[src/rtl/register_write_arbiter.sv]
// rtl/register_write_arbiter.sv - shared register written by NUM_REQ requesters through round-robin arbitration and a hold window
// Optional build macro ARB_FIXED_PRIO_EN: fixed priority (lowest index wins) instead of round-robin.
module register_write_arbiter #(
  parameter int WIDTH       = 32,
  parameter int NUM_REQ     = 4,
  parameter int HOLD_CYCLES = 2
) (
  input  logic                         clk,
  input  logic                         rst,
  input  logic [NUM_REQ-1:0]           req,
  input  logic [NUM_REQ*WIDTH-1:0]     wdata,
  output logic [NUM_REQ-1:0]           gnt,
  output logic [WIDTH-1:0]             q,
  output logic [$clog2(NUM_REQ)-1:0]   q_owner,
  output logic                         busy
);

  localparam int IW = $clog2(NUM_REQ);

  typedef enum logic [1:0] {IDLE, WRITE, HOLD} state_t;

  state_t             state_q;
  logic [NUM_REQ-1:0] gnt_q;
  logic [WIDTH-1:0]   shared_q;
  logic [WIDTH-1:0]   cap_data_q;
  logic [IW-1:0]      owner_q;
  logic [IW-1:0]      cap_idx_q;
  logic [3:0]         hold_cnt_q;
  logic               busy_q;

  logic [IW-1:0]      search_base;
  logic [IW-1:0]      scan_idx;
  logic [IW-1:0]      win_idx;
  logic               win_found;
  logic [WIDTH-1:0]   lane [NUM_REQ];

  for (genvar i = 0; i < NUM_REQ; i++) begin : g_lane
    assign lane[i] = wdata[i*WIDTH +: WIDTH];
  end

`ifdef ARB_FIXED_PRIO_EN
  assign search_base = '0;
`else
  logic [IW-1:0] rr_ptr_q;
  assign search_base = rr_ptr_q;
`endif

  // Scan downward so the set bit closest to search_base is the last one kept.
  always_comb begin
    win_found = 1'b0;
    win_idx   = '0;
    scan_idx  = '0;
    for (int k = NUM_REQ - 1; k >= 0; k--) begin
      scan_idx = IW'((int'(search_base) + k) % NUM_REQ);
      if (req[scan_idx]) begin
        win_found = 1'b1;
        win_idx   = scan_idx;
      end
    end
  end

  always_ff @(posedge clk) begin
    if (rst) begin
      state_q    <= IDLE;
      gnt_q      <= '0;
      shared_q   <= '0;
      cap_data_q <= '0;
      owner_q    <= '0;
      cap_idx_q  <= '0;
      hold_cnt_q <= '0;
      busy_q     <= 1'b0;
`ifndef ARB_FIXED_PRIO_EN
      rr_ptr_q   <= '0;
`endif
    end else begin
      gnt_q <= '0;
      case (state_q)
        IDLE: begin
          if (win_found) begin
            cap_data_q <= lane[win_idx];
            cap_idx_q  <= win_idx;
            gnt_q      <= NUM_REQ'(1) << win_idx;
            busy_q     <= 1'b1;
            state_q    <= WRITE;
          end
        end
        WRITE: begin
          shared_q <= cap_data_q;
          owner_q  <= cap_idx_q;
`ifndef ARB_FIXED_PRIO_EN
          rr_ptr_q <= (cap_idx_q == IW'(NUM_REQ - 1)) ? '0 : cap_idx_q + IW'(1);
`endif
          if (HOLD_CYCLES > 0) begin
            hold_cnt_q <= 4'(HOLD_CYCLES - 1);
            state_q    <= HOLD;
          end else begin
            busy_q  <= 1'b0;
            state_q <= IDLE;
          end
        end
        HOLD: begin
          if (hold_cnt_q == 4'd0) begin
            busy_q  <= 1'b0;
            state_q <= IDLE;
          end else begin
            hold_cnt_q <= hold_cnt_q - 4'd1;
          end
        end
        default: begin
          busy_q  <= 1'b0;
          state_q <= IDLE;
        end
      endcase
    end
  end

  assign gnt     = gnt_q;
  assign q       = shared_q;
  assign q_owner = owner_q;
  assign busy    = busy_q;

endmodule
[config.mk]
export PLATFORM = sky130hd
export DESIGN_NAME = register_write_arbiter
export DESIGN_NICKNAME = d
export VERILOG_FILES = /design/src/rtl/register_write_arbiter.sv
export SDC_FILE = /design/constraint.sdc
export NUM_CORES = 1
export LEC_CHECK = 0
export CAP_MARGIN = 0
export CORE_AREA = 2 2 94 96
export CTS_CLUSTER_SIZE = 25
export DETAILED_ROUTE_END_ITERATION = 16
export DIE_AREA = 0 0 96 98
export PLACE_DENSITY_LB_ADDON = 0.2
export SLEW_MARGIN = 15
export SYNTH_ARGS = -nofsm -noshare
export SYNTH_HDL_FRONTEND = slang
export SYNTH_SLANG_ARGS = --single-unit
[constraint.sdc]
create_clock -name clk -period 3.3 [get_ports clk]
set_input_delay 0.66 -clock clk [delete_from_list [all_inputs] [get_ports clk]]
set_output_delay 0.66 -clock clk [all_outputs]
set_load 0.03 [all_outputs]
==> summary.md, run 1 <==
| Metric | Value |
|---|---|
| Die ar. | roughly 0.0094 mm² |
| Hold_buf cts | 0 |
| Share of layout cells above drive strength 1 | around 5.6% |
| Mapped Nets | 540 |
| Area delta synth->final | 54.3% |
| Syn Area/Cell | approximately 9.0 µm² |
| Total CTS buffers | 9 |
| Gpl congestion | roughly 0.8 |
| Fmax | ~0.44 GHz |
| Yosys warns | 0 |
| Slew @ Worst Pin | roughly 790 ps |
| Outcome | complete, no violations |
| Area share of the largest cell type after synthesis | roughly 45% |
| Max cap viols | 0 |
| Cell taking the most area after synthesis | dfxtp_1 |
| Most frequent cells in the layout | clkdlybuf4s50_1 (171), nand2_1 (104), dfxtp_1 (81) |
| Slowest-stage cell, CP | clkdlybuf4s50_1 |
| Min Tclk post-route | 2270 ps |
| Io pins | ~170 |
| Crit path required time | 3510 ps |
| Setup Buffers After CTS | 0 |
| Slew Viols, Final | 0 |
| Final setup fails | 0 |
| Tcrit/Tclk final | a little under 70% |
| GRT Util Overall | 21.8% |
| Final-stage net count | about 700 |
| P_leak | just over 2 nW |
| Longest Clk Path Bufs | 2 |
| Crit start category | primary input |
| Via-per-instance ratio | around 5 |
| Critical-path cell list | clkdlybuf4s50_1 > a21o_1 > a21oi_1 > o22a_4 > buf_12 > mux2i_1 > o221ai_1 |
| R2R cell count | 6 |
| Worst skew pair latency | between 300 and 400 ps |
| Critical path peak fanout | 32 |
| RSZ-0062 raised after global routing | no |
| Register area share after synthesis | between 40% and 50% |
| Number of global-route vias before repair | 3,470 |
| Commonest non-fill, non-tap cell in the layout | clkdlybuf4s50_1 |
| Detail Route Antenna Nets | 0 |
| Worst clock skew | between 10 and 15 ps |
| Cells after Synth | 403 |
| Initial Util | approximately 43% |
| Area of the core | roughly 0.0085 mm² |
| First-pass GRT wire length | approximately 16 mm |
| DR DRC count | 0 |
| Largest net degree at the start of global routing | 46 |
| CP endpoint kind | register |
| Slew HR | 47.6% |
| Crit-path max cell delay | approximately 480 ps |
| CP arrival | approximately 2500 ps |
| Unique cell type count in the Yosys netlist | 28 |
| Reg clk slew, reported paths | approximately 80 ps |
| Initial DRT Pass Iterations | 4 |
| Synth Register Bits | 81 |
| DP Worst Slack | approximately 650 ps |
| Diode count | 0 |
| PostCTS Resize Cnt | 0 |
| Initial drt markers | 105 |
| CTS sink cnt | 81 |
| Fin. Hold Viols | 0 |
| WHS Path Cells | 2 |
| Remaining Overflow, GRT | 0 |
| DIE WIDTH | 96 µm |
| Die height | around 100 µm |
| Port Buffers | ~170 |
| Setup WS post-layout | 1030 ps |
| Setup tns final | 0 ps |
| # rows | 34 |
| Top cells by area, synth | dfxtp_1 (45%), mux2i_1 (18%), nand2_1 (11%) |
| Kind of critical path | primary input to register |
| Initial antenna violation count | 0 |
| Vias | 3,473 |
| HPWL after DPL | 7.48 mm |
| Power per cell area | approximately 440 mW/mm² |
| H-tree Lvls | 3 |
| VDD IR max | about 0.22 mV |
| Mapped Area | roughly 0.0036 mm² |
| Worst hold path type | register to register |
| Post-Route WL | 10.1 mm |
| Root Buffer | clkbuf_8 |
| TritonCTS clock tree | built |
| WL per Instance | about 15 µm |
==> power breakdown <==
part	internal [mW]	leakage, nW	switching (mW)
logic	0.336	1.27	0.300
registers	1.08	0.663	0.0542
clock network	0.361	0.0913	0.330
==> layer usage <==
metal	wire length, µm	vias up	track usage (%)
met5	0	-	0
met4	208	0	8.57
met3	667	17	5.71
met2	5260	106	38.9
met1	3930	1613	24.3
li1	-	1737	-
==> final timing paths <==
path / start / endpoint / slack, ps
setup reg to reg: rr_ptr_q[1]$_SDFFE_PP0P_ / cap_data_q[12]$_SDFFE_PP0P_ / 1500
setup / recovery: req[0] / cap_data_q[12]$_SDFFE_PP0P_ / 1030
hold reg to reg: cap_data_q[20]$_SDFFE_PP0P_ / q[20]$_SDFFE_PP0P_ / 450
hold / removal: cap_data_q[20]$_SDFFE_PP0P_ / q[20]$_SDFFE_PP0P_ / 450
==> Yosys cell counts (all sizes together) <==
cell type	instances
ha	3
nand2b	5
a211oi	4
o22a	1
o221ai	32
nor2	15
a21o	2
o21ba	1
inv	5
dfxtp	81
nor4	2
clkbuf	11
xor2	1
a31oi	1
nand2	104
a21oi	41
nor2b	2
buf	20
mux2i	66
o22ai	1
nor3	5
==> worst max-delay path, delay by kind of cell <==
kind	cells	cell delay (ps)
AO/OA/AOI/OAI	4	810
buffers and inverters	2	740
multiplexers	1	240
==> kinds of logic (layout without fill, tap and decap cells) <==
kind of cell	after synthesis	count (layout)	synth area share [%]
adder cells (fa/ha/maj)	3	3	1.03
flip-flops	81	81	44.6
AO/OA/AOI/OAI	83	83	15.6
AND/OR/NAND/NOR	133	133	14.9
XOR/XNOR	1	1	0.241
multiplexers	66	66	18.2
buffers and inverters	36	201	5.54
==> flip-flops by register name (all words and copies together), names as in the netlist <==
signal / count
cap_idx_q: 2
busy: 1
state_q: 2
q_owner: 2
hold_cnt_q: 4
cap_data_q: 32
rr_ptr_q: 2
gnt: 4
q: 32
==> through the flow <==
step,hold slack [ps],instances,power [mW],instance area [µm²],utilization (%)
2_1_floorplan,432,403,1.51,3640,-
3_3_place_gp,438,662,1.78,5430,64.1
3_5_place_dp,444,662,1.79,5430,64.1
4_1_cts,453,676,2.48,5610,66.3
5_1_grt,468,676,2.57,5610,66.3
6_report,447,676,2.46,5610,66.3
==> cell type report <==
type | count | area (µm²)
tap | 108 | 135
clock buffer | 11 | 141
fill | 736 | 2850
sequential | 81 | 1620
timing repair buffer | 182 | 1820
clock inverter | 3 | 42.5
inverter | 5 | 18.8
multi-input combinational | 286 | 1840
No activity file was read; power rests on OpenSTA's default activity.
==> run 2: changes to the inputs <==
- CORE_AREA: 2 2 94 96 -> 2 2 103 105
- DIE_AREA: 0 0 96 98 -> 0 0 105 107
- clock period: 3.3 -> 1.82 ns (I/O delays scaled with it)
==> run 2 against run 1 <==
Critical path type unchanged. Clock-buffer cell count is 1 lower. Non-clock buffer count is 16 higher. Critical path depth shrank 1. Die area increased by 19%.
==> summary.md, run 2 (synthesized netlist as in run 1, its figures left out) <==
| Metric | Value |
|---|---|
| Outcome | complete, no violations (unchanged) |
| Slew Viols, Final | 0 (unchanged) |
| Critical path peak fanout | 12 (was 32) |
| Worst hold path type | primary input to register (was register to register) |
| Finished Layout Cells | 722 (was 676) |
| Largest net degree at the start of global routing | 30 (was 46) |
| Initial Util | 36.0% (was 43.0%) |
| Crit-path max cell delay | 550 ps (was 480 ps) |
| Worst reg2reg endpoint | cap_data_q[16]$_SDFFE_PP0P_ (was cap_data_q[12]$_SDFFE_PP0P_) |
| Total CTS buffers | 9 (unchanged) |
| Slew HR | 74.2% (was 47.6%) |
| Initial DRT Pass Iterations | 4 (unchanged) |
| Final-stage net count | 719 (was 702) |
| Gpl congestion | 0.772 (was 0.788) |
| Worst r2r src | rr_ptr_q[0]$_SDFFE_PP0P_ (was rr_ptr_q[1]$_SDFFE_PP0P_) |
| CP endpoint kind | register (unchanged) |
| Area of the core | 0.0101 mm² (was 0.00847 mm²) |
| Largest delay share family, worst path | buffers and inverters (was compound AO/OA/AOI/OAI gates) |
| Via-per-instance ratio | 4.99 (was 5.14) |
| DP Worst Slack | -368 ps (was 650 ps) |
| Setup Buffers After CTS | 0 (unchanged) |
| Max cap viols | 0 (unchanged) |
| P_leak | 2.22 nW (was 2.02 nW) |
| Worst R2R Setup Slack | 100 ps (was 1500 ps) |
| Most frequent cells in the layout | clkdlybuf4s50_1 (167), nand2_1 (103), dfxtp_1 (80) (was clkdlybuf4s50_1 (171), nand2_1 (104), dfxtp_1 (81)) |
| Root Buffer | clkbuf_8 (unchanged) |
| Worst skew pair latency | 340 ps (about the same) |
| Crit start category | primary input (unchanged) |
| Longest Clk Path Bufs | 2 (unchanged) |
| Final setup fails | 0 (unchanged) |
| Detail Route Antenna Nets | 0 (unchanged) |
| Share of layout cells above drive strength 1 | 9.73% (was 5.63%) |
| CP Launch Point | req[3] (was req[0]) |
| WL per Instance | 15.5 µm (was 14.9 µm) |
| DR DRC count | 0 (unchanged) |
| Fmax | ~0.57 GHz |
| DIE WIDTH | 105 µm (was 96 µm) |
| Fin Hold WS | 245 ps (was 447 ps) |
| Diode count | 0 (unchanged) |
| Io pins | 173 (unchanged) |
| HPWL after DPL | 7.94 mm (was 7.48 mm) |
| Tcrit/Tclk final | ~96% |
| # rows | 37 (was 34) |
| Kind of critical path | primary input to register (unchanged) |
| Hold_buf cts | 0 (unchanged) |
| Initial drt markers | 145 (was 105) |
| Worst clock skew | 9.42 ps (was 10.2 ps) |
| Fin. Hold Viols | 0 (unchanged) |
| R2R cell count | 6 (unchanged) |
| Slowest-stage cell, CP | clkdlybuf4s50_1 (unchanged) |
| Filler cells | 927 (was 736) |
| WHS Path Cells | 2 (unchanged) |
| Hold endpoint | state_q[0]$_SDFFE_PP0P_ (was q[20]$_SDFFE_PP0P_) |
| VDD IR max | 0.426 mV (was 0.220 mV) |
| Setup WS post-layout | 68.6 ps (was 1030 ps) |
| CTS sink cnt | 81 (unchanged) |
| Power per cell area | 784 mW/mm² (was 438 mW/mm²) |
| Critical-path cell list | clkdlybuf4s50_1 > o22ai_1 > a211oi_2 > nand2b_2 > buf_4 > o221ai_1 (was clkdlybuf4s50_1 > a21o_1 > a21oi_1 > o22a_4 > buf_12 > mux2i_1 > o221ai_1) |
| Area delta synth->final | 64.1% (was 54.3%) |
| Final core utilization | 59.1% (was 66.3%) |
| Number of global-route vias before repair | 3,550 (was 3,470) |
| Crit path required time | 2040 ps (was 3510 ps) |
| Placed Cells | 701 (was 662) |
| Reg clk slew, reported paths | 80 ps (about the same) |
| Commonest non-fill, non-tap cell in the layout | clkdlybuf4s50_1 (unchanged) |
| Min Tclk post-route | about 1800 ps |
| First-pass GRT wire length | 16.7 mm (was 16.1 mm) |
| TritonCTS clock tree | built (unchanged) |
| Initial antenna violation count | 0 (unchanged) |
| Die ar. | 0.0112 mm² (was 0.00941 mm²) |
| Post-Route WL | 11.2 mm (was 10.1 mm) |
| H-tree Lvls | 3 (unchanged) |
| Port Buffers | 172 (unchanged) |
| HP Start | rst (was cap_data_q[20]$_SDFFE_PP0P_) |
| GRT Util Overall | 18.6% (was 21.8%) |
| Vias | 3,600 (was 3,473) |
| Buf/Inv on CP | 2 (unchanged) |
| Remaining Overflow, GRT | 0 (unchanged) |
| Die height | 107 µm (was 98 µm) |
| Slew @ Worst Pin | 386 ps (was 786 ps) |
| CP arrival | 1970 ps (was 2480 ps) |
## run 2: what timing repair did
action / in CTS / in global routing
resized for setup: 0 / 16
endpoints found under the setup margin: 0 / 33
endpoints found under the hold margin: 0 / 0
## run 2: worst max-delay path by stage
stage                                             end  slack (ps)  cells past startpoint
after floorplan           cap_data_q[23]$_SDFFE_PP0P_         210                      8
after global placement     cap_data_q[6]$_SDFFE_PP0P_        -320                      7
after detailed placement  cap_data_q[16]$_SDFFE_PP0P_        -370                      7
after CTS                  cap_data_q[6]$_SDFFE_PP0P_           8                      7
after global routing      cap_data_q[15]$_SDFFE_PP0P_         -10                      6
final                     cap_data_q[29]$_SDFFE_PP0P_          70                      6
## run 2: metrics by stage
| step | cell area (µm²) | power [mW] | setup TNS, ps |
|---|---|---|---|
| floorplan | 3640 | 2.73 | 0 |
| global placement | 5600 | 3.29 | -10170 |
| detailed placement | 5600 | 3.32 | -12320 |
| CTS | 5790 | 4.63 | 0 |
| global route | 5970 | 4.90 | -28.5 |
| finish | 5970 | 4.68 | 0 |
## run 2: power breakdown
| group | switching [mW] | internal [mW] |
|---|---|---|
| logic | 0.597 | 0.718 |
| registers | 0.102 | 1.95 |
| clock network | 0.650 | 0.662 |
| total | 1.35 | 3.33 |
## run 2: layer usage
metal	track usage, %	wire (µm)	part of all wire (%)	vias to the layer above
li1	-	-	-	1777
met3	4.01	528	4.7	19
met5	0	0	0	-
met1	20.1	4410	39	1706
met2	34.9	6040	54	98
met4	8.19	234	2.1	0
## run 2: final cells by class
class | instances | area (µm²) | area share (%)
Inverter | 5 | 18.8 | 0.314
Tap cell | 136 | 170 | 2.85
Clock buffer | 10 | 138 | 2.31
Multi-Input combinational cell | 287 | 1880 | 31.5
Sequential cell | 81 | 1620 | 27.2
Timing Repair Buffer | 198 | 2090 | 34.9
Clock inverter | 5 | 56.3 | 0.943
==> run 3: changes to the inputs <==
- CTS_CLUSTER_DIAMETER: default -> 200
==> results of run 3 <==
No change in the layout: final DEF, timing and power equal those of run 2.
